===== src/rtl/maxpool2_ctrl.sv =====
// -----------------------------------------------------------------------------
// maxpool2_ctrl
//
// Sequencer for a 2x2, stride-2, unsigned max-pool over a row-major feature
// map in local SRAM. Each window is fetched with four single-port reads,
// reduced by a 2x2 max unit, and one pooled pixel is written per window.
// Windows are visited in row-major (r, c) order.
//
// Ports:
//   clk, rst             clock and synchronous active-high reset
//   start                one-cycle launch pulse, sampled only in IDLE
//   in_width, in_height  input map size, latched on start
//   src_base, dst_base   input / output map base addresses, latched on start
//   rd_en, rd_addr       read request; rd_data returns one cycle later
//   rd_data              read data
//   wr_en, wr_addr,      write request, held until wr_ready is seen
//   wr_data
//   wr_ready             write accepted when wr_en && wr_ready
//   busy                 high while a job is in progress
//   done                 one-cycle completion pulse
//
// State  | meaning
// -------+----------------------------------------------------------
// IDLE   | waiting for start
// RD0    | read pixel (0,0) of the current window
// RD1    | read pixel (0,1), capture (0,0)
// RD2    | read pixel (1,0), capture (0,1)
// RD3    | read pixel (1,1), capture (1,0)
// LAST   | capture (1,1)
// WR     | present pooled pixel, wait for wr_ready
// FIN    | done pulse, back to IDLE
// -----------------------------------------------------------------------------
module maxpool2_ctrl #(
  parameter int DATA_WIDTH = 8,
  parameter int ADDR_WIDTH = 16,
  parameter int DIM_WIDTH  = 8
) (
  input  logic                  clk,
  input  logic                  rst,
  input  logic                  start,
  input  logic [DIM_WIDTH-1:0]  in_width,
  input  logic [DIM_WIDTH-1:0]  in_height,
  input  logic [ADDR_WIDTH-1:0] src_base,
  input  logic [ADDR_WIDTH-1:0] dst_base,
  output logic                  rd_en,
  output logic [ADDR_WIDTH-1:0] rd_addr,
  input  logic [DATA_WIDTH-1:0] rd_data,
  output logic                  wr_en,
  output logic [ADDR_WIDTH-1:0] wr_addr,
  output logic [DATA_WIDTH-1:0] wr_data,
  input  logic                  wr_ready,
  output logic                  busy,
  output logic                  done
);

  typedef enum logic [3:0] {
    S_IDLE = 4'd0,
    S_RD0  = 4'd1,
    S_RD1  = 4'd2,
    S_RD2  = 4'd3,
    S_RD3  = 4'd4,
    S_LAST = 4'd5,
    S_WR   = 4'd6,
    S_FIN  = 4'd7
  } state_t;

  state_t state;

  // Latched job geometry
  logic [DIM_WIDTH-1:0]  ow;
  logic [DIM_WIDTH-1:0]  oh;
  logic [ADDR_WIDTH-1:0] row_stride;

  // Window position
  logic [DIM_WIDTH-1:0]  row_cnt;
  logic [DIM_WIDTH-1:0]  col_cnt;
  logic [ADDR_WIDTH-1:0] row_base;   // address of input row 2r, column 0
  logic [ADDR_WIDTH-1:0] win_addr;   // address of pixel (0,0) of the window

  // Window registers, filled in read order (0,0) (0,1) (1,0) (1,1)
  logic [DATA_WIDTH-1:0] win0;
  logic [DATA_WIDTH-1:0] win1;
  logic [DATA_WIDTH-1:0] win2;
  logic [DATA_WIDTH-1:0] win3;

  logic [DIM_WIDTH-1:0]  cfg_ow;
  logic [DIM_WIDTH-1:0]  cfg_oh;
  logic [ADDR_WIDTH-1:0] cfg_stride;
  logic                  cfg_empty;

  logic                  last_col;
  logic                  last_row;
  logic [ADDR_WIDTH-1:0] next_row_base;
  logic [ADDR_WIDTH-1:0] next_win_addr;

  assign cfg_ow     = in_width  >> 1;
  assign cfg_oh     = in_height >> 1;
  assign cfg_stride = ADDR_WIDTH'(in_width);
  assign cfg_empty  = (cfg_ow == '0) || (cfg_oh == '0);

  assign last_col = (col_cnt == ow - DIM_WIDTH'(1));
  assign last_row = (row_cnt == oh - DIM_WIDTH'(1));

  // A window row spans two input rows, so the next row of windows starts
  // two strides further on.
  assign next_row_base = row_base + (row_stride << 1);
  assign next_win_addr = last_col ? next_row_base : (win_addr + ADDR_WIDTH'(2));

  // 2x2 unsigned max unit. Fed only from the window registers, so the write
  // port never sees rd_data combinationally, and wr_data holds through a
  // stalled WR because the window registers do not change there.
  logic [DATA_WIDTH-1:0] max_top;
  logic [DATA_WIDTH-1:0] max_bot;

  assign max_top = (win0 >= win1) ? win0 : win1;
  assign max_bot = (win2 >= win3) ? win2 : win3;
  assign wr_data = (max_top >= max_bot) ? max_top : max_bot;

  always_ff @(posedge clk) begin
    if (rst) begin
      state      <= S_IDLE;
      ow         <= '0;
      oh         <= '0;
      row_stride <= '0;
      row_cnt    <= '0;
      col_cnt    <= '0;
      row_base   <= '0;
      win_addr   <= '0;
      win0       <= '0;
      win1       <= '0;
      win2       <= '0;
      win3       <= '0;
      rd_en      <= 1'b0;
      rd_addr    <= '0;
      wr_en      <= 1'b0;
      wr_addr    <= '0;
      busy       <= 1'b0;
      done       <= 1'b0;
    end else begin
      case (state)
        S_IDLE: begin
          done <= 1'b0;
          if (start) begin
            ow         <= cfg_ow;
            oh         <= cfg_oh;
            row_stride <= cfg_stride;
            row_cnt    <= '0;
            col_cnt    <= '0;
            row_base   <= src_base;
            win_addr   <= src_base;
            wr_addr    <= dst_base;
            if (cfg_empty) begin
              state <= S_FIN;
              done  <= 1'b1;
            end else begin
              state   <= S_RD0;
              rd_en   <= 1'b1;
              rd_addr <= src_base;
              busy    <= 1'b1;
            end
          end
        end

        S_RD0: begin
          state   <= S_RD1;
          rd_addr <= win_addr + ADDR_WIDTH'(1);
        end

        S_RD1: begin
          win0    <= rd_data;
          state   <= S_RD2;
          rd_addr <= win_addr + row_stride;
        end

        S_RD2: begin
          win1    <= rd_data;
          state   <= S_RD3;
          rd_addr <= win_addr + row_stride + ADDR_WIDTH'(1);
        end

        S_RD3: begin
          win2  <= rd_data;
          state <= S_LAST;
          rd_en <= 1'b0;
        end

        S_LAST: begin
          win3  <= rd_data;
          state <= S_WR;
          wr_en <= 1'b1;
        end

        S_WR: begin
          if (wr_ready) begin
            wr_en <= 1'b0;
            if (last_col && last_row) begin
              state <= S_FIN;
              busy  <= 1'b0;
              done  <= 1'b1;
            end else begin
              state    <= S_RD0;
              rd_en    <= 1'b1;
              rd_addr  <= next_win_addr;
              win_addr <= next_win_addr;
              // Output map is dense row-major, so the destination just steps.
              wr_addr  <= wr_addr + ADDR_WIDTH'(1);
              if (last_col) begin
                col_cnt  <= '0;
                row_cnt  <= row_cnt + DIM_WIDTH'(1);
                row_base <= next_row_base;
              end else begin
                col_cnt <= col_cnt + DIM_WIDTH'(1);
              end
            end
          end
        end

        S_FIN: begin
          done  <= 1'b0;
          state <= S_IDLE;
        end

        default: begin
          state <= S_IDLE;
          rd_en <= 1'b0;
          wr_en <= 1'b0;
          busy  <= 1'b0;
          done  <= 1'b0;
        end
      endcase
    end
  end

endmodule


===== config.mk =====
export PLATFORM = sky130hd
export DESIGN_NAME = maxpool2_ctrl
export DESIGN_NICKNAME = d
export VERILOG_FILES = /design/src/rtl/maxpool2_ctrl.sv
export SDC_FILE = /design/constraint.sdc
export NUM_CORES = 1
export LEC_CHECK = 0
export BUFFER_PORTS_ARGS = -buffer_cell sky130_fd_sc_hd__buf_4
export CAP_MARGIN = 20
export CELL_PAD_IN_SITES_DETAIL_PLACEMENT = 0
export CELL_PAD_IN_SITES_GLOBAL_PLACEMENT = 1
export CORE_MARGIN = 5
export CORE_UTILIZATION = 49
export CTS_BUF_LIST = sky130_fd_sc_hd__clkbuf_8
export DETAILED_ROUTE_END_ITERATION = 10
export GPL_TIMING_DRIVEN = 1
export PLACE_DENSITY_LB_ADDON = 0.1
export SYNTH_ARGS = -nofsm -noshare
export SYNTH_HDL_FRONTEND = slang
export SYNTH_SLANG_ARGS = --single-unit
export TNS_END_PERCENT = 50

===== constraint.sdc =====
create_clock -name clk -period 7.74 [get_ports clk]
set_input_delay 1.548 -clock clk [delete_from_list [all_inputs] [get_ports clk]]
set_output_delay 1.548 -clock clk [all_outputs]
set_load 0.02 [all_outputs]

==> impl_metrics.json, run 1 <==
{
  "synth_area_leaders": "dfxtp_1 29%, nand2_1 7.1%, ha_1 6.2%, nor2_1 5.7%, a21oi_1 5.4%",
  "rsz0062_at_grt": "false",
  "die-area_mm2": 0.0221,
  "drt_first_iter_violations": 507,
  "yosys.area.top_type": "dfxtp_1",
  "worst-path-buf-inv": 3,
  "cts_setup_buffers": 0,
  "ys_dominant_reg_cell": "dfxtp_1",
  "hold_buffers": 0,
  "antenna_cells": 0,
  "antenna_left": 0,
  "async_reset_ff_frac": 0,
  "h-tree-depth": 4,
  "maxCapViolCount": 0,
  "wl_per_cell_um": 17.2,
  "fin_crit_ps": 6400,
  "drc": 0,
  "core_mm2": 0.0188,
  "via_count": 9116,
  "grt_pass1_vias": 8473,
  "final_common_cell": "nand2_1",
  "path_common_cell": "a21o_1",
  "grt-ovfl-total": 0,
  "multi_input_area_mm2": 0.00623,
  "start_kind": "register",
  "synth-seq-area-share": 0.285,
  "cts.sinks": 134,
  "layout_common_cells": "178 x nand2_1, 142 x nor2_1, 134 x dfxtp_1, 117 x buf_4, 102 x a21oi_1",
  "path_class": "reg2out",
  "slowest_delay_ps": 440,
  "initial_core_util": 0.500,
  "tightest_slew_ps": 1020,
  "hold_path.class": "reg2reg",
  "setup_viol": 0,
  "drive_gt1_frac": 0.133,
  "cp_data_arrival_time_ps": 4850,
  "track_usage": 0.244,
  "antenna_found_initial": 0,
  "numCtsBuffers": 17,
  "dp.final_hpwl_um": 19600,
  "relSlewSlack": 0.322,
  "die_h_um": 149,
  "final_area_mm2": 0.0107,
  "crit_path_end_kind": "output pin",
  "postSynthRegisterBits": 134,
  "synthesis.nets": 1357,
  "root_buffer": "clkbuf_8",
  "critPathTopFamily": "compound AO/OA/AOI/OAI gates",
  "min_period_over_period": 0.827,
  "io_pins": 104,
  "max_clock_freq_ghz": 0.156,
  "grt_pass1_wl_um": 43900,
  "grt_start_max_net_pins": 90,
  "crit_chain": "inv_1 -> ha_1 -> nand2b_1 -> a21o_1 -> a21o_1 -> a21oi_1 -> nor2b_1 -> o21ai_0 -> a211o_1 -> mux2i_1 -> inv_1 -> ha_1 -> nand2b_1 -> a21o_1 -> a21o_1 -> a21o_1 -> a21oi_1 -> nor2b_1 -> o21ai_0 -> o2bb2ai_1 -> mux2i_1 -> buf_4",
  "clk_latency_ps": 450,
  "synth-simple-area-share": 0.248,
  "status": "finished, final reports clean",
  "synth_top_area_frac": 0.285,
  "cts.path.max_buffers": 2,
  "fin_tns_setup_ps": 0,
  "cts_resized": 0,
  "synth_warnings": 0,
  "final-seq-area_mm2": 0.00268,
  "hold_viol_final": 0,
  "first_pass_iters": 5,
  "fin_nets": 1414,
  "powerDensity_mw_per_mm2": 189,
  "critPathSlowestCell": "o2bb2ai_1",
  "placed_cell_area_mm2": 0.0103,
  "skew_ps": 15.1,
  "synth-compound-area-share": 0.231,
  "vias_per_cell": 5.78,
  "path_max_fanout": 8,
  "die_w_um": 149,
  "clk_pin_slew_ps": 90,
  "gp_congestion": 0.917,
  "synth_mux_area_frac": 0.0351,
  "synthAdderAreaFrac": 0.0667,
  "syn_area_per_cell_um2": 7.54,
  "synthXorXnorAreaFrac": 0.0791,
  "ir_drop_uv": 108,
  "cts_tree": "built",
  "synth_area_mm2": 0.00941,
  "synth_edf_count": 0,
  "finalMaxSlewViolations": 0,
  "power.leakage_uw": 0.00428,
  "rows": 50,
  "yosysUniqueCellTypes": 73,
  "area_growth_pct": 13.3,
  "synth_top_family_by_area": "simple AND/OR/NAND/NOR gates",
  "worstPathRequired_ps": 6190,
  "wirelength_um": 27100,
  "io_buffer_count": 102,
  "syn_inst": 1248,
  "fillCellCount": 1857
}
-- synthesized netlist by cell type (7+ instances only) --
cell type  instances
dfxtp_1          134
nor3_1            28
and2_1             7
o22ai_1            7
xor2_1            42
a311oi_1          11
nand4_1           14
o211ai_1          16
o21ai_0           59
mux2i_1           33
a21oi_1          102
clkbuf_1          54
inv_1             41
a22oi_1           15
nand2b_1          11
nor2_1           142
xnor2_1           43
nand3_1           39
buf_2              9
nor4_1             7
a21o_1            17
ha_1              47
a211oi_1          32
buf_1              8
nand2_1          179
a221oi_1           9
and3_1            25
nor2b_1            9
-- tightest hold or removal path, cell delays in order, from the launching register on --
cell	delay, ps
dfxtp_1	320
inv_1	50
a211oi_1	50
-- per-layer routing --
metal / global-route usage / up-vias / share of wire
met5: 0 / - / 0
li1: - / 4562 / -
met2: 0.387 / 264 / 0.46
met4: 0.0993 / 0 / 0.030
met1: 0.333 / 4241 / 0.46
met3: 0.0353 / 49 / 0.052
-- cell families (layout without fill, tap and decap cells) --
family	count (synthesis)	after routing
buffers and inverters	121	191
AO/OA/AOI/OAI	325	325
AND/OR/NAND/NOR	501	501
adder cells (fa/ha/maj)	49	49
multiplexers	33	33
flip-flops	134	134
XOR/XNOR	85	85
-- registers in the layout (all words and copies together), names as in the netlist --
signal	cells
row_cnt	8
wr_addr	16
win0	8
win3	8
win1	8
win_addr	16
col_cnt	8
done	1
row_base	16
row_stride	8
win2	8
busy	1
rd_en	1
rd_addr	16
state	3
wr_en	1
oh	7
-- where the power goes --
part	switching, uW	internal (uW)	total, uW	leakage (uW)
clock network	320	271	591	0.000197
logic	354	251	605	0.00299
registers	73.7	747	821	0.00110
-- final cells by class --
class                   instances  area share
clock inverters                14      0.0129
multi-input cells             993       0.585
well taps                     260      0.0305
flip-flops and latches        134       0.252
inverters                      42      0.0148
repair buffers                117      0.0824
clock buffers                  18      0.0232
-- stage by stage --
step | utilization | setup slack [ps] | hold slack, ps | total power, uW | cells
final | 0.566 | 1340 | 460 | 2020 | 1578
after global routing | 0.566 | 860 | 498 | 2130 | 1578
after CTS | 0.566 | 1230 | 460 | 2030 | 1577
after detailed placement | 0.545 | 1750 | 447 | 1440 | 1545
after global placement | 0.545 | 1770 | 448 | 1430 | 1545
after floorplan | - | 1940 | 436 | 1260 | 1248
-- path summary, 6_finish.rpt --
path | start | endpoint | slack [ps] | cells past startpoint
worst max-delay path | win2[0]$_SDFFE_PP0P_ | wr_data[1] | 1340 | 22
worst min-delay path | done$_SDFFE_PP0P_ | done$_SDFFE_PP0P_ | 460 | 2
worst min register to register | done$_SDFFE_PP0P_ | done$_SDFFE_PP0P_ | 460 | 2
worst max register to register | row_stride[1]$_SDFFE_PP0P_ | rd_addr[3]$_SDFFE_PP0P_ | 4150 | 11
No activity file was read; power rests on OpenSTA's default activity.
==> inputs of run 2 (changes only) <==
CORE_UTILIZATION = 41   (was 49)
clock period = 5.3 ns   (was 7.74 ns; I/O delays follow)
==> run 2 against run 1 <==
  * Routed wire length increased by 5.9%
  * Setup slack got worse by 1200 ps
  * Non-clock buffer count increased by 10
  * Combinational power increased by 55%
  * Clock-buffer cell count unchanged
  * Clock skew increased by 2.2 ps
  * First-iteration DRC count decreased by 3.2%
  * Largest power group unchanged
==> impl_metrics.json, run 2 (synthesis results as in run 1) <==
{
  "min_period_over_period": 0.968,
  "grt_pass1_vias": 8837,
  "dp.final_hpwl_um": 20600,
  "cts_tree": "built",
  "core_mm2": 0.0226,
  "start_kind": "register",
  "io_pins": 104,
  "hold_path.class": "reg2reg",
  "layout_common_cells": "178 x nand2_1, 142 x nor2_1, 129 x dfxtp_1, 124 x buf_4, 98 x a21oi_1",
  "path_common_cell": "a21o_1",
  "drt_first_iter_violations": 491,
  "numCtsBuffers": 17,
  "io_buffer_count": 102,
  "grt_pass1_wl_um": 46700,
  "min_to": "rd_addr[0]$_SDFFE_PP0P_",
  "drive_gt1_frac": 0.157,
  "ir_drop_uv": 149,
  "utilization": 0.483,
  "grt-ovfl-total": 0,
  "hold_path_depth": 2,
  "hold_buffers": 0,
  "track_usage": 0.219,
  "die_h_um": 162,
  "power.leakage_uw": 0.00437,
  "first_pass_iters": 5,
  "cp_data_arrival_time_ps": 4070,
  "die_w_um": 162,
  "final-seq-area_mm2": 0.00269,
  "finalMaxSlewViolations": 0,
  "cts.sinks": 134,
  "timing.rr.end": "rd_addr[3]$_SDFFE_PP0P_",
  "antenna_cells": 0,
  "antenna_found_initial": 0,
  "r2r_setup_slack_ps": 1670,
  "multi_input_area_mm2": 0.00635,
  "crit_chain": "ha_4 -> a21o_1 -> a21o_1 -> a21oi_2 -> nor2b_1 -> o21ai_1 -> a211o_1 -> buf_6 -> mux2i_4 -> ha_1 -> a21o_1 -> a21o_1 -> a21o_1 -> a21oi_2 -> nor2b_1 -> o21ai_1 -> o2bb2ai_2 -> buf_12 -> mux2i_1 -> buf_4",
  "initial_core_util": 0.416,
  "critPathTopFamily": "compound AO/OA/AOI/OAI gates",
  "skew_ps": 17.3,
  "critPathSlowestCell": "dfxtp_1",
  "crit_path_end_kind": "output pin",
  "holdCritStartpoint": "rd_addr[0]$_SDFFE_PP0P_",
  "worst-path-buf-inv": 3,
  "antenna_left": 0,
  "root_buffer": "clkbuf_8",
  "hold_viol_final": 0,
  "vias_per_cell": 5.66,
  "fillCellCount": 2330,
  "rows": 55,
  "path_class": "reg2out",
  "critPathLaunch": "win2[1]$_SDFFE_PP0P_",
  "ff2ff_path_depth": 11,
  "final_cells": 1613,
  "via_count": 9128,
  "cts.path.max_buffers": 2,
  "slowest_delay_ps": 440,
  "die-area_mm2": 0.0261,
  "powerDensity_mw_per_mm2": 280,
  "fin_crit_ps": 5130,
  "final_common_cell": "nand2_1",
  "h-tree-depth": 4,
  "rsz0062_at_grt": "true",
  "path_max_fanout": 7,
  "worstReg2RegStart": "row_stride[1]$_SDFFE_PP0P_",
  "worstPathRequired_ps": 4240,
  "max_clock_freq_ghz": 0.195,
  "wirelength_um": 28700,
  "setup_viol": 0,
  "tightest_slew_ps": 979,
  "maxCapViolCount": 0,
  "place_inst": 1573,
  "gp_congestion": 0.858,
  "clk_latency_ps": 460,
  "clk_pin_slew_ps": 80,
  "relSlewSlack": 0.346,
  "wl_per_cell_um": 17.8,
  "area_growth_pct": 16.2,
  "grt_start_max_net_pins": 74,
  "fin_nets": 1424,
  "status": "finished, final reports clean",
  "drc": 0
}
run 2: changes by cell type in the layout (fill, tap and decap cells not counted), sizes merged:
cell	previous run	this run
buf	117	127
bufinv	1	2
clkinv	6	8
inv	48	46
clkinvlp	1	0
run 2: worst register-to-register path, delay by kind of cell, from the launching register on:
family / cells / cell delay [ps]
XOR/XNOR: 1 / 150
flip-flops: 1 / 580
adder cells (fa/ha/maj): 1 / 330
buffers and inverters: 1 / 160
AO/OA/AOI/OAI: 3 / 570
AND/OR/NAND/NOR: 5 / 1790
run 2: what timing repair did:
| action | CTS | global route |
|---|---|---|
| setup buffers | 6 | 2 |
| setup endpoints to repair | 8 | 8 |
| gates resized for setup | 13 | 18 |
| pin swaps | 13 | 10 |
run 2: routing by layer:
layer | track usage | share of wire
met4 | 0.0558 | 0.015
met3 | 0.0352 | 0.041
met2 | 0.365 | 0.47
met5 | 0 | 0
met1 | 0.297 | 0.47
run 2: metrics by stage:
stage | total power (uW) | TNS [ps] | hold WS [ps] | area, um^2 | worst slack, ps
floorplan | 1830 | -122 | 436 | 9410 | -15.2
global placement | 2120 | 0 | 441 | 10300 | 262
detailed placement | 2130 | 0 | 446 | 10300 | 225
CTS | 3080 | 0 | 457 | 10800 | 3.10
global route | 3250 | -816 | 486 | 10900 | -126
finish | 3070 | 0 | 453 | 10900 | 170
run 2: how the worst max path moves through the flow:
| stage | endpoint | cells after the start |
|---|---|---|
| final | wr_data[1] | 20 |
| after global routing | wr_data[5] | 22 |
| after CTS | wr_data[5] | 22 |
| after detailed placement | wr_data[5] | 23 |
| after global placement | wr_data[1] | 22 |
| after floorplan | wr_data[0] | 22 |
run 2: layout make-up:
cell class,instances,area share
Inverter,42,0.0144
Clock inverter,14,0.0152
Sequential cell,134,0.246
Multi-Input combinational cell,993,0.580
Tap cell,285,0.0326
Clock buffer,18,0.0226
Timing Repair Buffer,127,0.0890
run 2: report_power, final:
group          internal (uW)  switching [uW]
Sequential              1090             106
Combinational            402             538
Clock                    445             483
Total                   1940            1130
==> inputs of run 3 (changes only) <==
CORE_UTILIZATION = 45   (was 41)
clock period = 4.8 ns   (was 5.3 ns; I/O delays follow)
==> run 3 against run 2 <==
  * The flow now finishes with violations (setup timing)
  * Clock skew decreased by 1.5 ps
  * Cell count increased by 0.25%
  * Critical path depth increased by 2
  * Critical endpoint is now wr_data[0]
  * Worst hold slack improved by 9.3 ps
  * Clock-buffer cell count decreased by 1
  * Total power increased by 13%
  * Via count increased by 1.7%
  * Non-clock buffer count increased by 14
  * Register-to-register slack got worse by 800 ps
==> impl_metrics.json, run 3 (synthesis results as in run 1) <==
{
  "status": "finished with violations",
  "violations": "setup timing",
  "path_common_cell": "a21o_1",
  "maxCapViolCount": 0,
  "wirelength_um": 28600,
  "worstReg2RegStart": "row_stride[1]$_SDFFE_PP0P_",
  "cts_tree": "built",
  "initial_core_util": 0.452,
  "fin_crit_ps": 5230,
  "skew_ps": 15.8,
  "path_class": "reg2out",
  "tightest_slew_ps": 1010,
  "hold_viol_final": 0,
  "layout_common_cells": "178 x nand2_1, 142 x nor2_1, 134 x buf_4, 132 x dfxtp_1, 98 x a21oi_1",
  "setup_viol": 8,
  "final_common_cell": "nand2_1",
  "place_inst": 1584,
  "power.leakage_uw": 0.00445,
  "via_count": 9286,
  "fin_nets": 1438,
  "fin_ws_ps": -432,
  "first_pass_iters": 5,
  "antenna_cells": 0,
  "timing.rr.end": "row_base[14]$_SDFFE_PP0P_",
  "area_growth_pct": 18.4,
  "io_buffer_count": 102,
  "cts.sinks": 134,
  "cp_data_arrival_time_ps": 4270,
  "min_period_over_period": 1.09,
  "die-area_mm2": 0.0239,
  "io_pins": 104,
  "place_ws_ps": -139,
  "final_cells": 1617,
  "antenna_found_initial": 0,
  "clk_pin_slew_ps": 90,
  "drive_gt1_frac": 0.169,
  "gp_congestion": 0.944,
  "grt_start_max_net_pins": 78,
  "worstPathRequired_ps": 3840,
  "path_max_fanout": 6,
  "drc": 0,
  "antenna_left": 0,
  "ff2ff_path_depth": 12,
  "grt_pass1_vias": 8853,
  "die_h_um": 155,
  "dp.final_hpwl_um": 21200,
  "drt_first_iter_violations": 426,
  "start_kind": "register",
  "slowest_delay_ps": 350,
  "finalMaxSlewViolations": 0,
  "h-tree-depth": 4,
  "track_usage": 0.237,
  "vias_per_cell": 5.74,
  "powerDensity_mw_per_mm2": 310,
  "critPathSlowestCell": "dfxtp_2",
  "cts.path.max_buffers": 2,
  "max_clock_freq_ghz": 0.191,
  "grt_pass1_wl_um": 46500,
  "crit_chain": "inv_2 -> ha_4 -> nand2b_4 -> a21o_1 -> a21o_1 -> a21oi_2 -> nor2b_1 -> o21ai_1 -> a211o_1 -> buf_4 -> mux2i_1 -> ha_1 -> a21o_1 -> a21o_1 -> a21o_1 -> a21oi_2 -> nor2b_1 -> o21ai_2 -> o2bb2ai_4 -> buf_12 -> mux2i_4 -> buf_6",
  "rsz0062_at_grt": "true",
  "ir_drop_uv": 179,
  "wl_per_cell_um": 17.7,
  "clk_latency_ps": 480,
  "min_to": "done$_SDFFE_PP0P_",
  "holdCritStartpoint": "done$_SDFFE_PP0P_",
  "r2r_setup_slack_ps": 870,
  "root_buffer": "clkbuf_8",
  "core_mm2": 0.0208,
  "crit_path_end_kind": "output pin",
  "die_w_um": 155,
  "hold_path.class": "reg2reg",
  "grt-ovfl-total": 0,
  "relSlewSlack": 0.327,
  "numCtsBuffers": 17,
  "rows": 53,
  "hold_path_depth": 2
}
[run 3: changes by cell type in the layout (fill, tap and decap cells not counted), moves of 2 or more]
cell	delta
buf_4	+10
buf_6	+4
clkinv_4	-5
dfxtp_1	+3
dfxtp_2	-2
inv_6	+3
mux2i_1	-9
mux2i_2	+2
mux2i_4	+7
[run 3: area by class of cell]
type / count / area (um^2)
fill: 2121 / 9680
clock inverter: 15 / 184
sequential: 134 / 2690
tap: 275 / 344
clock buffer: 17 / 234
multi-input combinational: 993 / 6440
timing repair buffer: 141 / 1090
inverter: 42 / 158
[run 3: how the worst max path moves through the flow]
| stage | from | to | slack (ps) |
|---|---|---|---|
| after floorplan | win2[0]$_SDFFE_PP0P_ | wr_data[0] | 20 |
| after global placement | win2[0]$_SDFFE_PP0P_ | wr_data[3] | -20 |
| after detailed placement | win2[0]$_SDFFE_PP0P_ | wr_data[0] | -140 |
| after CTS | win2[0]$_SDFFE_PP0P_ | wr_data[0] | -510 |
| after global routing | win2[0]$_SDFFE_PP0P_ | wr_data[0] | -680 |
| final | win2[0]$_SDFFE_PP0P_ | wr_data[0] | -430 |
[run 3: metal layers]
metal  wire [um]  share of wire  GRT usage
met3        1110          0.039     0.0327
met2       13800           0.48      0.400
met4         627          0.022     0.0757
met1       13100           0.46      0.314
met5           0              0          0
[run 3: per-stage QoR]
step	hold slack, ps	TNS, ps	total power [uW]	util	instance area, um^2
after floorplan	436	0	2090	-	9560
after global placement	443	-118	2420	0.510	10600
after detailed placement	452	-849	2430	0.510	10600
after CTS	466	-3900	3470	0.533	11100
after global routing	494	-5240	3640	0.535	11100
final	462	-3310	3450	0.535	11100
[run 3: timing repair]
| item | in CTS | in global routing |
|---|---|---|
| buffers inserted | 0 | 1 |
| resized for setup | 13 | 9 |
| endpoints found under the setup margin | 8 | 8 |
| hold buffers | 0 | 0 |
| pin swaps | 2 | 9 |
[run 3: worst max-delay path, delay by kind of cell (launching register included)]
family / cells / cell delay [ps]
fa+ha+maj: 2 / 490
buf+inv: 4 / 510
mux: 2 / 470
compound gates: 11 / 1760
flops: 1 / 350
simple gates: 3 / 250
[run 3: power breakdown]
part	leakage (uW)	internal, uW	switching (uW)
clock network	0.000211	485	541
registers	0.00110	1200	125
logic	0.00314	483	614
total	0.00445	2170	1280
